**src/rtl/usb_bit_stuffer_if.sv**
```systemverilog
// Bus between the packet serializer, the bit stuffer and the NRZI encoder.
// With BIT_STUFF_STATS_EN defined the bus also carries the per-packet stuff count.
interface usb_bit_stuffer_if;
    logic       in_valid;
    logic       in_bit;
    logic       in_start;
    logic       in_end;
    logic       stall;
    logic       out_valid;
    logic       out_bit;
    logic       out_start;
    logic       out_end;
`ifdef BIT_STUFF_STATS_EN
    logic [7:0] stuff_cnt;
`endif

    // master: serializer side / encoder side as seen by the surroundings
    modport master (
        output in_valid, in_bit, in_start, in_end,
        input  stall, out_valid, out_bit, out_start, out_end
`ifdef BIT_STUFF_STATS_EN
        , input stuff_cnt
`endif
    );

    // slave: the bit stuffer itself
    modport slave (
        input  in_valid, in_bit, in_start, in_end,
        output stall, out_valid, out_bit, out_start, out_end
`ifdef BIT_STUFF_STATS_EN
        , output stuff_cnt
`endif
    );
endinterface

```
**src/rtl/usb_bit_stuffer.sv**
```systemverilog
// USB transmit bit stuffer: inserts a 0 after RUN_LEN consecutive 1s, stalling upstream one cycle.
// Optional macro BIT_STUFF_STATS_EN adds a saturating per-packet stuffed-bit counter (stuff_cnt).
module usb_bit_stuffer #(
    parameter int unsigned RUN_LEN = 6
) (
    input  logic               clk,
    input  logic               rst,
    usb_bit_stuffer_if.slave   bus
);
    localparam int unsigned    CW      = $clog2(RUN_LEN + 1);
    localparam logic [CW-1:0]  RUN_MAX = CW'(RUN_LEN);

    typedef enum logic [1:0] {IDLE, SEND, STUFF, FINISH} state_t;

    state_t        state_reg, state_next;
    logic [CW-1:0] ones_reg, ones_next;
    logic          end_pend_reg, end_pend_next;
    logic          out_valid_reg, out_valid_next;
    logic          out_bit_reg, out_bit_next;
    logic          out_start_reg, out_start_next;
    logic          out_end_reg, out_end_next;
    logic          take_bit;
    logic [CW-1:0] ones_base;
    logic [CW-1:0] ones_bumped;
`ifdef BIT_STUFF_STATS_EN
    logic [7:0]    stuff_cnt_reg, stuff_cnt_next;
`endif

    always_comb begin
        state_next     = state_reg;
        ones_next      = ones_reg;
        end_pend_next  = end_pend_reg;
        out_valid_next = 1'b0;
        out_bit_next   = 1'b0;
        out_start_next = 1'b0;
        out_end_next   = 1'b0;
        take_bit       = 1'b0;
        ones_base      = '0;
        ones_bumped    = '0;

        case (state_reg)
            IDLE: begin
                if (bus.in_valid && bus.in_start) begin
                    take_bit       = 1'b1;
                    out_start_next = 1'b1;
                end
            end
            SEND: begin
                take_bit = bus.in_valid;
            end
            STUFF: begin
                out_valid_next = 1'b1;
                out_bit_next   = 1'b0;
                ones_next      = '0;
                state_next     = end_pend_reg ? FINISH : SEND;
            end
            FINISH: begin
                out_end_next = 1'b1;
                ones_next    = '0;
                state_next   = IDLE;
            end
            default: state_next = IDLE;
        endcase

        // A new packet always starts counting from zero; a gap in SEND just holds the count.
        if (take_bit) begin
            ones_base      = (state_reg == IDLE) ? '0 : ones_reg;
            ones_bumped    = bus.in_bit ? (ones_base + CW'(1)) : '0;
            ones_next      = ones_bumped;
            out_valid_next = 1'b1;
            out_bit_next   = bus.in_bit;
            if (ones_bumped == RUN_MAX) begin
                state_next    = STUFF;
                end_pend_next = bus.in_end;
            end else if (bus.in_end) begin
                state_next = FINISH;
            end else begin
                state_next = SEND;
            end
        end
    end

`ifdef BIT_STUFF_STATS_EN
    always_comb begin
        stuff_cnt_next = stuff_cnt_reg;
        if (take_bit && (state_reg == IDLE)) begin
            stuff_cnt_next = 8'd0;
        end else if ((state_reg == STUFF) && (stuff_cnt_reg != 8'hFF)) begin
            stuff_cnt_next = stuff_cnt_reg + 8'd1;
        end
    end

    always_ff @(posedge clk) begin
        if (rst) begin
            stuff_cnt_reg <= 8'd0;
        end else begin
            stuff_cnt_reg <= stuff_cnt_next;
        end
    end

    assign bus.stuff_cnt = stuff_cnt_reg;
`endif

    always_ff @(posedge clk) begin
        if (rst) begin
            state_reg     <= IDLE;
            ones_reg      <= '0;
            end_pend_reg  <= 1'b0;
            out_valid_reg <= 1'b0;
            out_bit_reg   <= 1'b0;
            out_start_reg <= 1'b0;
            out_end_reg   <= 1'b0;
        end else begin
            state_reg     <= state_next;
            ones_reg      <= ones_next;
            end_pend_reg  <= end_pend_next;
            out_valid_reg <= out_valid_next;
            out_bit_reg   <= out_bit_next;
            out_start_reg <= out_start_next;
            out_end_reg   <= out_end_next;
        end
    end

    // Stall comes straight from the state register so upstream sees no input-to-output path.
    assign bus.stall     = (state_reg == STUFF);
    assign bus.out_valid = out_valid_reg;
    assign bus.out_bit   = out_bit_reg;
    assign bus.out_start = out_start_reg;
    assign bus.out_end   = out_end_reg;
endmodule

```
**src/flat_wrapper.sv**
```systemverilog
// flat-port wrapper written by rule: the top's interface ports become plain ports
module usb_bit_stuffer_flat 
#(
    parameter int unsigned RUN_LEN = 6
)
  (clk, rst, bus_in_valid, bus_in_bit, bus_in_start, bus_in_end, bus_stall, bus_out_valid, bus_out_bit, bus_out_start, bus_out_end);
  usb_bit_stuffer_if bus_i ();
  input  logic clk;
  input  logic rst;
  input wire logic [$bits(bus_i.in_valid)-1:0] bus_in_valid;
  input wire logic [$bits(bus_i.in_bit)-1:0] bus_in_bit;
  input wire logic [$bits(bus_i.in_start)-1:0] bus_in_start;
  input wire logic [$bits(bus_i.in_end)-1:0] bus_in_end;
  output wire logic [$bits(bus_i.stall)-1:0] bus_stall;
  output wire logic [$bits(bus_i.out_valid)-1:0] bus_out_valid;
  output wire logic [$bits(bus_i.out_bit)-1:0] bus_out_bit;
  output wire logic [$bits(bus_i.out_start)-1:0] bus_out_start;
  output wire logic [$bits(bus_i.out_end)-1:0] bus_out_end;
  assign bus_i.in_valid = bus_in_valid;
  assign bus_i.in_bit = bus_in_bit;
  assign bus_i.in_start = bus_in_start;
  assign bus_i.in_end = bus_in_end;
  assign bus_stall = bus_i.stall;
  assign bus_out_valid = bus_i.out_valid;
  assign bus_out_bit = bus_i.out_bit;
  assign bus_out_start = bus_i.out_start;
  assign bus_out_end = bus_i.out_end;
  usb_bit_stuffer #(.RUN_LEN(RUN_LEN)) u_core (.clk(clk), .rst(rst), .bus(bus_i));
endmodule
```
**config.mk**
```make
export PLATFORM = sky130hd
export DESIGN_NAME = usb_bit_stuffer_flat
export DESIGN_NICKNAME = d
export VERILOG_FILES = /design/src/rtl/usb_bit_stuffer_if.sv /design/src/rtl/usb_bit_stuffer.sv /design/src/flat_wrapper.sv
export SDC_FILE = /design/constraint.sdc
export NUM_CORES = 1
export LEC_CHECK = 0
export ABC_AREA = 1
export BUFFER_PORTS_ARGS = -buffer_cell sky130_fd_sc_hd__buf_2
export CAP_MARGIN = 40
export CORE_UTILIZATION = 26
export CTS_BUF_LIST = sky130_fd_sc_hd__clkbuf_16
export CTS_CLUSTER_DIAMETER = 40
export CTS_CLUSTER_SIZE = 20
export DETAILED_ROUTE_END_ITERATION = 10
export GPL_TIMING_DRIVEN = 0
export PLACE_DENSITY_LB_ADDON = 0.3
export SYNTH_ARGS = -nofsm -noshare
export SYNTH_HDL_FRONTEND = slang
export SYNTH_SLANG_ARGS = --single-unit
```
**constraint.sdc**
```tcl
create_clock -name clk -period 2.1 [get_ports clk]
set_clock_uncertainty 0.2 [all_clocks]
set_input_delay 0.42 -clock clk [delete_from_list [all_inputs] [get_ports clk]]
set_output_delay 0.42 -clock clk [all_outputs]
set_load 0.005 [all_outputs]
```
Word-level counts from Yosys, hierarchy flattened
Cells that the tools add are included.
{ "classes": {"n_bitwise": 2, "n_reduce_logical": 8, "addsub": 1, "n_mux": 14, "n_eq_ne": 4} }
{ "ops": {"columns": ["cell", "n"], "rows": [
  ["3-bit 2-to-1 mux", 4],
  ["2-bit 2-to-1 mux", 4],
  ["2-bit OR reduction", 3],
  ["2-bit equality test (second input constant)", 2],
  ["1-bit 2-to-1 mux", 4],
  ["2-bit one-hot mux with 2 select lines", 1],
  ["3-bit by 1-bit adder with 3-bit output (second input constant)", 1],
  ["3-bit equality test (second input constant)", 1],
  ["3-bit nonzero test", 1],
  ["2-bit by 1-bit equality test with 1-bit output (second input constant)", 1],
  ["2-bit logical NOT", 1],
  ["1-bit inverter", 2],
  ["1-bit one-hot mux with 2 select lines", 1],
  ["2-bit AND reduction", 1],
  ["2-bit nonzero test", 1],
  ["1-bit logical AND", 1]
]} }
{ "totals": {"elab_cells": 36, "reg_bits": 10} }

Depth between registers and ports, before layout
Gate-level depths: netlist of the first run.
{ "depth": {"ltp_word": 7, "depth_mapped": 12, "depth_no_buf": 12} }

Worst setup path before layout of the first run
Ideal clock, no wire load.
{ "synth_timing": {"kind": "register to register", "start": "register u_core.state_reg[1]", "end": "register u_core.state_reg[0]", "n_path_buf": 0, "stages_incl_launch_ff": 11, "t_arrival_ps": 1282, "slack_ps": 489, "t_required_ps": 1771, "path_cell_list": "dfxtp_1 -> inv_2 -> nand2_2 -> nand2_2 -> inv_1 -> ha_1 -> nand2_1 -> nor2_4 -> nand3_4 -> nand2_1 -> a21oi_2"} }
{ "synth_via": {"elab_chain_cells": 7, "word_cells_on_any_way": 13} }
{ "synth_lines": {"columns": ["element", "line_no", "text"], "rows": [
  ["from (decl)", "usb_bit_stuffer.sv:15", "state_t state_reg, state_next;"],
  ["from (signal assigned)", "usb_bit_stuffer.sv:114", "state_reg <= state_next;"],
  ["2-bit logical NOT", "usb_bit_stuffer.sv:41, usb_bit_stuffer.sv:67", null],
  ["3-bit 2-to-1 mux", "usb_bit_stuffer.sv:67", "ones_base = (state_reg == IDLE) ? '0 : ones_reg;"],
  ["3-bit by 1-bit adder with 3-bit output", "usb_bit_stuffer.sv:68", "ones_bumped = bus.in_bit ? (ones_base + CW'(1)) : '0;"],
  ["3-bit 2-to-1 mux", "usb_bit_stuffer.sv:68", null],
  ["3-bit equality test", "usb_bit_stuffer.sv:72", "if (ones_bumped == RUN_MAX) begin"],
  ["2-bit 2-to-1 mux", "usb_bit_stuffer.sv:72", null],
  ["2-bit 2-to-1 mux", "usb_bit_stuffer.sv:66", "if (take_bit) begin"]
]} }
Several ways; a longest one is shown, not always the timed one.
A chain may end at the register's enable or synchronous reset.

Final worst setup path of the first run
Ends and elaborated chain as after synthesis.

==> impl_results.md, run 1 <==
* Status: completed
* Crit Path Max Fanout at 7
* GP Congestion at around 0.7
* Worst-margin pin slew at roughly 0.43 ns
* Yosys cell types at 19
* Post-layout nets at 87
* Fin Hold WS at approximately 0.23 ns
* Final period util at ~82%
* Ys Warns at 0
* Area leader, netlist: dfxtp_1
* Max Buffers Root-to-Sink at 2
* Top cells by area, synth: dfxtp_1 (40%), nand2_1 (11%), nand2_2 (6.3%)
* Endpoint class of the critical path: flip-flop
* Die height at between 40 and 50 um
* Die area at 2090 um2
* CTS H-Tree Depth at 1
* Min Tclk post-route at ~1.7 ns
* 1st-iter DRT viols at 9
* Global-route wire length before repair at around 1.6 mm
* Hold Path Stages at 3
* Yosys reg bits at 10
* Setup bufs post-CTS at 0
* Hold_buf cts at 0
* Via Count at ~440
* Worst Path Required at 2.01 ns
* Setup ws final at around 0.37 ns
* Max IR drop VDD at 0.409 mV
* PortBufs at 9
* Vias in the first global route at approximately 380
* Initial Util at 28.2%
* Hold Fails Final Rpt at 0
* CTS Buf Count at 3
* TritonCTS clock tree: built
* Final Total Pwr at ~0.00059 W
* Seq. cell area at between 200 and 250 um2
* Post-cts repair resize count at 0
* Post-synthesis sequential area ratio at 40.2%
* CP Class: reg -> reg
* Leakage power total at 0.301 nW
* Max FFs per register at 3
* Layout cell share with drive strength beyond 1 at 34.2%
* Area growth syn-to-layout at 31.2%
* Finish-stage setup viols at 0
* Max cap viols at 0
* Row count at 15
* Slew margin rel. at 71.2%
* Remaining DRCs at 0
* Post-DP HPWL at 695 um
* CP startpoint kind: flip-flop
* Clock root buffer: clkbuf_16
* RSZ-0062 raised after global routing: no
* Top achievable clock speed at 577 MHz
* CP arrival at around 1.6 ns
* Post-Route WL at just over 900 um
* Post-DRT Antenna Nets at 0
* Dpl ws at 0.362 ns
* Gr usage total at 12.0%
* IO Pins at 11
* Commonest non-fill, non-tap cell in the layout: nand2_1
* Area of the multi-input gates at around 250 um2
* Core Box Area at 1760 um2
* Top cell type's share of synthesized area at around 40%
* Average cell area after synthesis at roughly 7.5 um2
* Die width at around 46 um
* Antenna diodes at 0
* Post-Route Setup TNS at 0 ns
* Initial antenna violation count at 0
* Grt total ovfl at 0
* Drt pass-1 iters at 4
* Netlist Area Pre-Place at 498 um2
* Largest net degree at the start of global routing at 10
* Fillers at between 200 and 250
* CTS sink cnt at 10
* Cells after synthesis at between 60 and 70
* WL per Instance at approximately 8.9 um
* Via/cell ratio at between 4 and 5
* Clock slew at reported path FFs at about 0.04 ns
* Layout Utilization at a little under two fifths
* Syn Nets at 73
* Most frequent cells in the layout: nand2_1 (14), dfxtp_1 (10), buf_2 (9), inv_1 (8)
* Slew Viols, Final at 0
* Power per cell area at 897 nW/um2
* Path depth of the worst reg2reg path at 10
* Worst skew pair latency at approximately 0.23 ns
* Worst hold path class: in -> reg
[worst max-delay path, stage by stage (launching register included)]
cell,delay (ns)
dfxtp_1,0.38
inv_2,0.09
nand2_2,0.07
nand2_2,0.10
inv_1,0.05
ha_1,0.28
nand2_1,0.08
nor2_4,0.12
nand3_4,0.09
nand2_1,0.08
a21oi_2,0.05
[layer usage]
| layer | global-route usage [%] | vias to the layer above | share of wire [%] |
|---|---|---|---|
| met2 | 15.4 | 12 | 42 |
| met5 | 0 | - | 0 |
| met1 | 13.6 | 186 | 47 |
| met4 | 14.1 | 0 | 5.7 |
| li1 | - | 234 | - |
| met3 | 4.76 | 4 | 5.3 |
[Yosys cell counts]
master and n:
nor2_2 2, nand3_1 2, o21ai_0 3, nor2_1 4, nand2_4 1, nor2_4 2, inv_1 8, inv_2 3
nor3_1 1, nand2_1 14, nand2_2 5, clkbuf_1 1, a21oi_1 5, nand3_4 1, a21oi_2 1, o21a_1 1
dfxtp_1 10, ha_1 1, nor4_1 1
[per-stage QoR]
stage | std cells | area, um2
floorplan | 66 | 498
finish | 104 | 653
global placement | 100 | 574
detailed placement | 100 | 574
global route | 104 | 653
CTS | 104 | 653
[worst paths after layout]
check / from / to / slack [ns]
worst min-delay path: bus_in_end / u_core.end_pend_reg$_SDFFE_PP0P_ / 0.23
worst max register to register: u_core.state_reg[1]$_SDFFE_PP0P_ / u_core.state_reg[0]$_SDFFE_PP0P_ / 0.37
worst min register to register: u_core.ones_reg[1]$_SDFFE_PP0P_ / u_core.ones_reg[1]$_SDFFE_PP0P_ / 0.26
worst max-delay path: u_core.state_reg[1]$_SDFFE_PP0P_ / u_core.state_reg[0]$_SDFFE_PP0P_ / 0.37
[kinds of logic (layout without fill, tap and decap cells)]
kind of cell,after synthesis,in the layout,synth area share (%)
AND/OR/NAND/NOR,33,33,36.9
buffers and inverters,12,25,9.04
AO/OA/AOI/OAI,10,10,11.3
flip-flops,10,10,40.2
adder cells (fa/ha/maj),1,1,2.51
[power by group]
| group | total (W) | switching [W] | internal [W] |
|---|---|---|---|
| Sequential | 0.000203 | 0.00000586 | 0.000198 |
| Clock | 0.000334 | 0.0000852 | 0.000249 |
| Combinational | 0.0000481 | 0.0000308 | 0.0000173 |
[area by class of cell]
cell class                      count  area share [%]
Buffer                              1           0.575
Timing Repair Buffer                9            6.90
Inverter                           11            6.32
Clock buffer                        3            11.5
Sequential cell                    10            30.7
Clock inverter                      1           0.575
Tap cell                           25            4.79
Multi-Input combinational cell     44            38.7
Power figures use the tool's default switching activity.
==> run 2, diff against run 1 <==
--- a/config.mk
+++ b/config.mk
@@ -5,7 +5,7 @@
 export SDC_FILE = /design/constraint.sdc
 export NUM_CORES = 1
 export LEC_CHECK = 0
-export ABC_AREA = 1
+export ABC_AREA = 0
 export BUFFER_PORTS_ARGS = -buffer_cell sky130_fd_sc_hd__buf_2
 export CAP_MARGIN = 40
 export CORE_UTILIZATION = 26
==> constraint.sdc (replaced) <==
create_clock -name clk -period 1.4 [get_ports clk]
set_clock_uncertainty 0.2 [all_clocks]
set_input_delay 0.28 -clock clk [delete_from_list [all_inputs] [get_ports clk]]
set_output_delay 0.28 -clock clk [all_outputs]
set_load 0.005 [all_outputs]
==> impl_results.md, run 2 <==
* Status: complete, but fails checks (was completed)
* Failing checks: setup timing
* Gr usage total at 13.9% (was 12.0%)
* Most frequent cells in the layout: buf_2 (10), dfxtp_1 (8), buf_4 (6), clkbuf_16 (5), nand2_1 (5) (was nand2_1 (14), dfxtp_1 (10), buf_2 (9), inv_1 (8))
* Antenna diodes at 0 (unchanged)
* Clock slew at reported path FFs at 0.04 ns (about the same)
* Via Count at 527 (was 436)
* Row count at 15 (unchanged)
* Clock root buffer: clkbuf_16 (unchanged)
* 1st-iter DRT viols at 13 (was 9)
* Worst hold path class: in -> reg (unchanged)
* Top cells by area, synth: dfxtp_1 (38%), nand2_1 (3.6%), nand2b_1 (3.6%) (was dfxtp_1 (40%), nand2_1 (11%), nand2_2 (6.3%))
* IO Pins at 11 (unchanged)
* Global-route wire length before repair at 2.01 mm (was 1.59 mm)
* Largest net degree at the start of global routing at 11 (was 10)
* Final period util at 135% (was 82.5%)
* Post-layout nets at 89 (was 87)
* Post-synth EDFFs at 0 (unchanged)
* CTS H-Tree Depth at 1 (unchanged)
* Average cell area after synthesis at 8.84 um2 (was 7.55 um2)
* Top cell type's share of synthesized area at 38.4% (was 40.2%)
* Die area at 2190 um2 (was 2090 um2)
* Async set or reset register ratio after synthesis at 0% (unchanged)
* Worst-margin pin slew at 0.520 ns (was 0.432 ns)
* Non-filler instance count after layout at 106 (was 104)
* TritonCTS clock tree: built (unchanged)
* Post-Route WL at 1.42 mm (was 922 um)
* Met3 routed WL at 71 um (was 49 um)
* Core Box Area at 1800 um2 (was 1760 um2)
* Remaining DRCs at 0 (unchanged)
* Yosys reg bits at 10 (unchanged)
* Post-synth top cells: dfxtp_1 (10), nand2_1 (5), nand2b_1 (3), nor2b_1 (3), o21ai_1 (3) (was nand2_1 (14), dfxtp_1 (10), inv_1 (8))
* WL per Instance at 13.4 um (was 8.87 um)
* Min Tclk post-route at 1.89 ns (was 1.73 ns)
* Area leader, netlist: dfxtp_1 (unchanged)
* Leakage power total at 0.332 nW (was 0.301 nW)
* Post-Route Setup TNS at -1.91 ns (was 0 ns)
* Vias in the first global route at 442 (was 376)
* Max IR drop VDD at 0.469 mV (was 0.409 mV)
* Cells after synthesis at 59 (was 66)
* Die height at 46.8 um (was 45.8 um)
* Commonest non-fill, non-tap cell in the layout: buf_2 (was nand2_1)
* Critical path cell sequence: buf_8 -> o21a_1 -> ha_4 -> o211ai_1 -> or3_4 -> a311oi_2 (was inv_2 -> nand2_2 -> nand2_2 -> inv_1 -> ha_1 -> nand2_1 -> nor2_4 -> nand3_4 -> nand2_1 -> a21oi_2)
* CP peak stage delay at 0.35 ns (was 0.38 ns)
* CTS sink cnt at 10 (unchanged)
* Initial Util at 29.0% (was 28.2%)
* CP max-delay cell: dfxtp_4 (was dfxtp_1)
* Yosys cell types at 31 (was 19)
* Metal1 wirelength at 615 um (was 435 um)
* Max FFs per register at 3 (unchanged)
* Syn Nets at 66 (was 73)
* Highest metal used: met4 (unchanged)
* Finish-stage setup viols at 7 (was 0)
* Layout cell share with drive strength beyond 1 at 45.7% (was 34.2%)
* Post-synthesis sequential area ratio at 38.4% (was 40.2%)
* CP Class: reg -> reg (unchanged)
* Layout Utilization at 47.0% (was 37.0%)
* CTS Buf Count at 3 (unchanged)
* Die width at 46.8 um (was 45.8 um)
* Worst Path Required at 1.34 ns (was 2.01 ns)
* Post-DP HPWL at 806 um (was 695 um)
* Drt pass-1 iters at 4 (unchanged)
* Post-DRT Antenna Nets at 0 (unchanged)
* Ys flop type: dfxtp_1 (unchanged)
* Top achievable clock speed at 528 MHz (was 577 MHz)
* Dpl cells at 94 (was 100)
* Max cap viols at 0 (unchanged)
* Slew Viols, Final at 0 (unchanged)
* Setup ws final at -0.494 ns (was 0.368 ns)
* RSZ-0062 raised after global routing: yes (was no)
* Endpoint class of the critical path: flip-flop (unchanged)
* Slew margin rel. at 65.3% (was 71.2%)
* Grt total ovfl at 0 (unchanged)
* Dpl ws at -0.633 ns (was 0.362 ns)
* Max Buffers Root-to-Sink at 2 (unchanged)
* Worst skew pair latency at 0.24 ns (was 0.23 ns)
* Initial antenna violation count at 0 (unchanged)
* Final Total Pwr at 0.000927 W (was 0.000586 W)
* Count leader, synth: dfxtp_1 (was nand2_1)
* DR WL met2 at 711 um (was 384 um)
* Crit Path Max Fanout at 5 (was 7)
* Hold Fails Final Rpt at 0 (unchanged)
* Via/cell ratio at 4.97 (was 4.19)
* Area growth syn-to-layout at 62.4% (was 31.2%)
* Power per cell area at 1090 nW/um2 (was 897 nW/um2)
* CP arrival at 1.84 ns (was 1.64 ns)
* Netlist Area Pre-Place at 522 um2 (was 498 um2)
* Ys Warns at 0 (unchanged)
* CP startpoint kind: flip-flop (unchanged)
* GP Congestion at 0.781 (was 0.708)
* PortBufs at 10 (was 9)
-- run 2: cell types whose count changed after synthesis, moves of 3 or more --
cell | previous run | this run
inv_2 | 3 | 0
nand2b_1 | 0 | 3
o21ai_1 | 0 | 3
a21oi_1 | 5 | 2
nand2_1 | 14 | 5
inv_1 | 8 | 2
nand2_2 | 5 | 0
nor2b_1 | 0 | 3
-- run 2: timing repair --
| item | 4_1_cts | 5_1_grt |
|---|---|---|
| hold buffers | 0 | 0 |
| pin swaps | 2 | 3 |
| setup buffers | 4 | 4 |
| gates cloned | 0 | 1 |
| setup endpoints to repair | 6 | 10 |
| gates resized for setup | 6 | 10 |
-- run 2: cells by family (layout without fill, tap and decap cells) --
| kind of cell | after synthesis | after routing | synth area share [%] |
|---|---|---|---|
| AND/OR/NAND/NOR | 25 | 25 | 29.5 |
| AO/OA/AOI/OAI | 15 | 15 | 19.7 |
| flip-flops | 10 | 10 | 38.4 |
| buffers and inverters | 6 | 28 | 6.48 |
| adder cells (fa/ha/maj) | 1 | 1 | 2.40 |
| XOR/XNOR | 1 | 1 | 1.68 |
| multiplexers | 1 | 1 | 1.92 |
-- run 2: layout make-up --
type / instances / area, um2
plain buffers: 3 / 43.8
clock buffers: 3 / 75.1
clock inverters: 1 / 3.75
fillers: 174 / 955
inverters: 2 / 7.51
multi-input cells: 43 / 338
flip-flops and latches: 10 / 205
well taps: 25 / 31.3
repair buffers: 19 / 143
-- run 2: worst paths after layout --
kind	startpoint	end	slack, ns	cells past startpoint
max	u_core.state_reg[0]$_SDFFE_PP0P_	u_core.state_reg[1]$_SDFFE_PP0P_	-0.49	6
min	rst	u_core.state_reg[0]$_SDFFE_PP0P_	0.11	3
max reg2reg	u_core.state_reg[0]$_SDFFE_PP0P_	u_core.state_reg[1]$_SDFFE_PP0P_	-0.49	6
min reg2reg	u_core.ones_reg[1]$_SDFFE_PP0P_	u_core.ones_reg[1]$_SDFFE_PP0P_	0.29	2
-- run 2: routing by layer --
metal  vias up  track usage (%)
met5         -                0
met4         0             8.57
met3         4             4.62
met2        16             20.3
met1       251             17.6
li1        256                -
-- run 2: per-stage QoR --
step	area [um2]	hold WS (ns)
after floorplan	544	0.199
after global placement	626	0.259
after detailed placement	626	0.261
after CTS	763	0.109
after global routing	847	0.131
final	847	0.110
-- run 2: critical path: cells and delay by family (launching register included) --
kind                       cells  cell delay (ns)
buffers and inverters          1             0.12
and+or+nand+nor                1             0.34
adders and majority gates      1             0.27
DFF                            1             0.35
AOI/OAI and AO/OA              3             0.51
-- run 2: report_power, final --
part,switching [W],internal [W]
Clock,0.000138,0.000375
Combinational,0.0000546,0.0000581
Sequential,0.00000665,0.000295
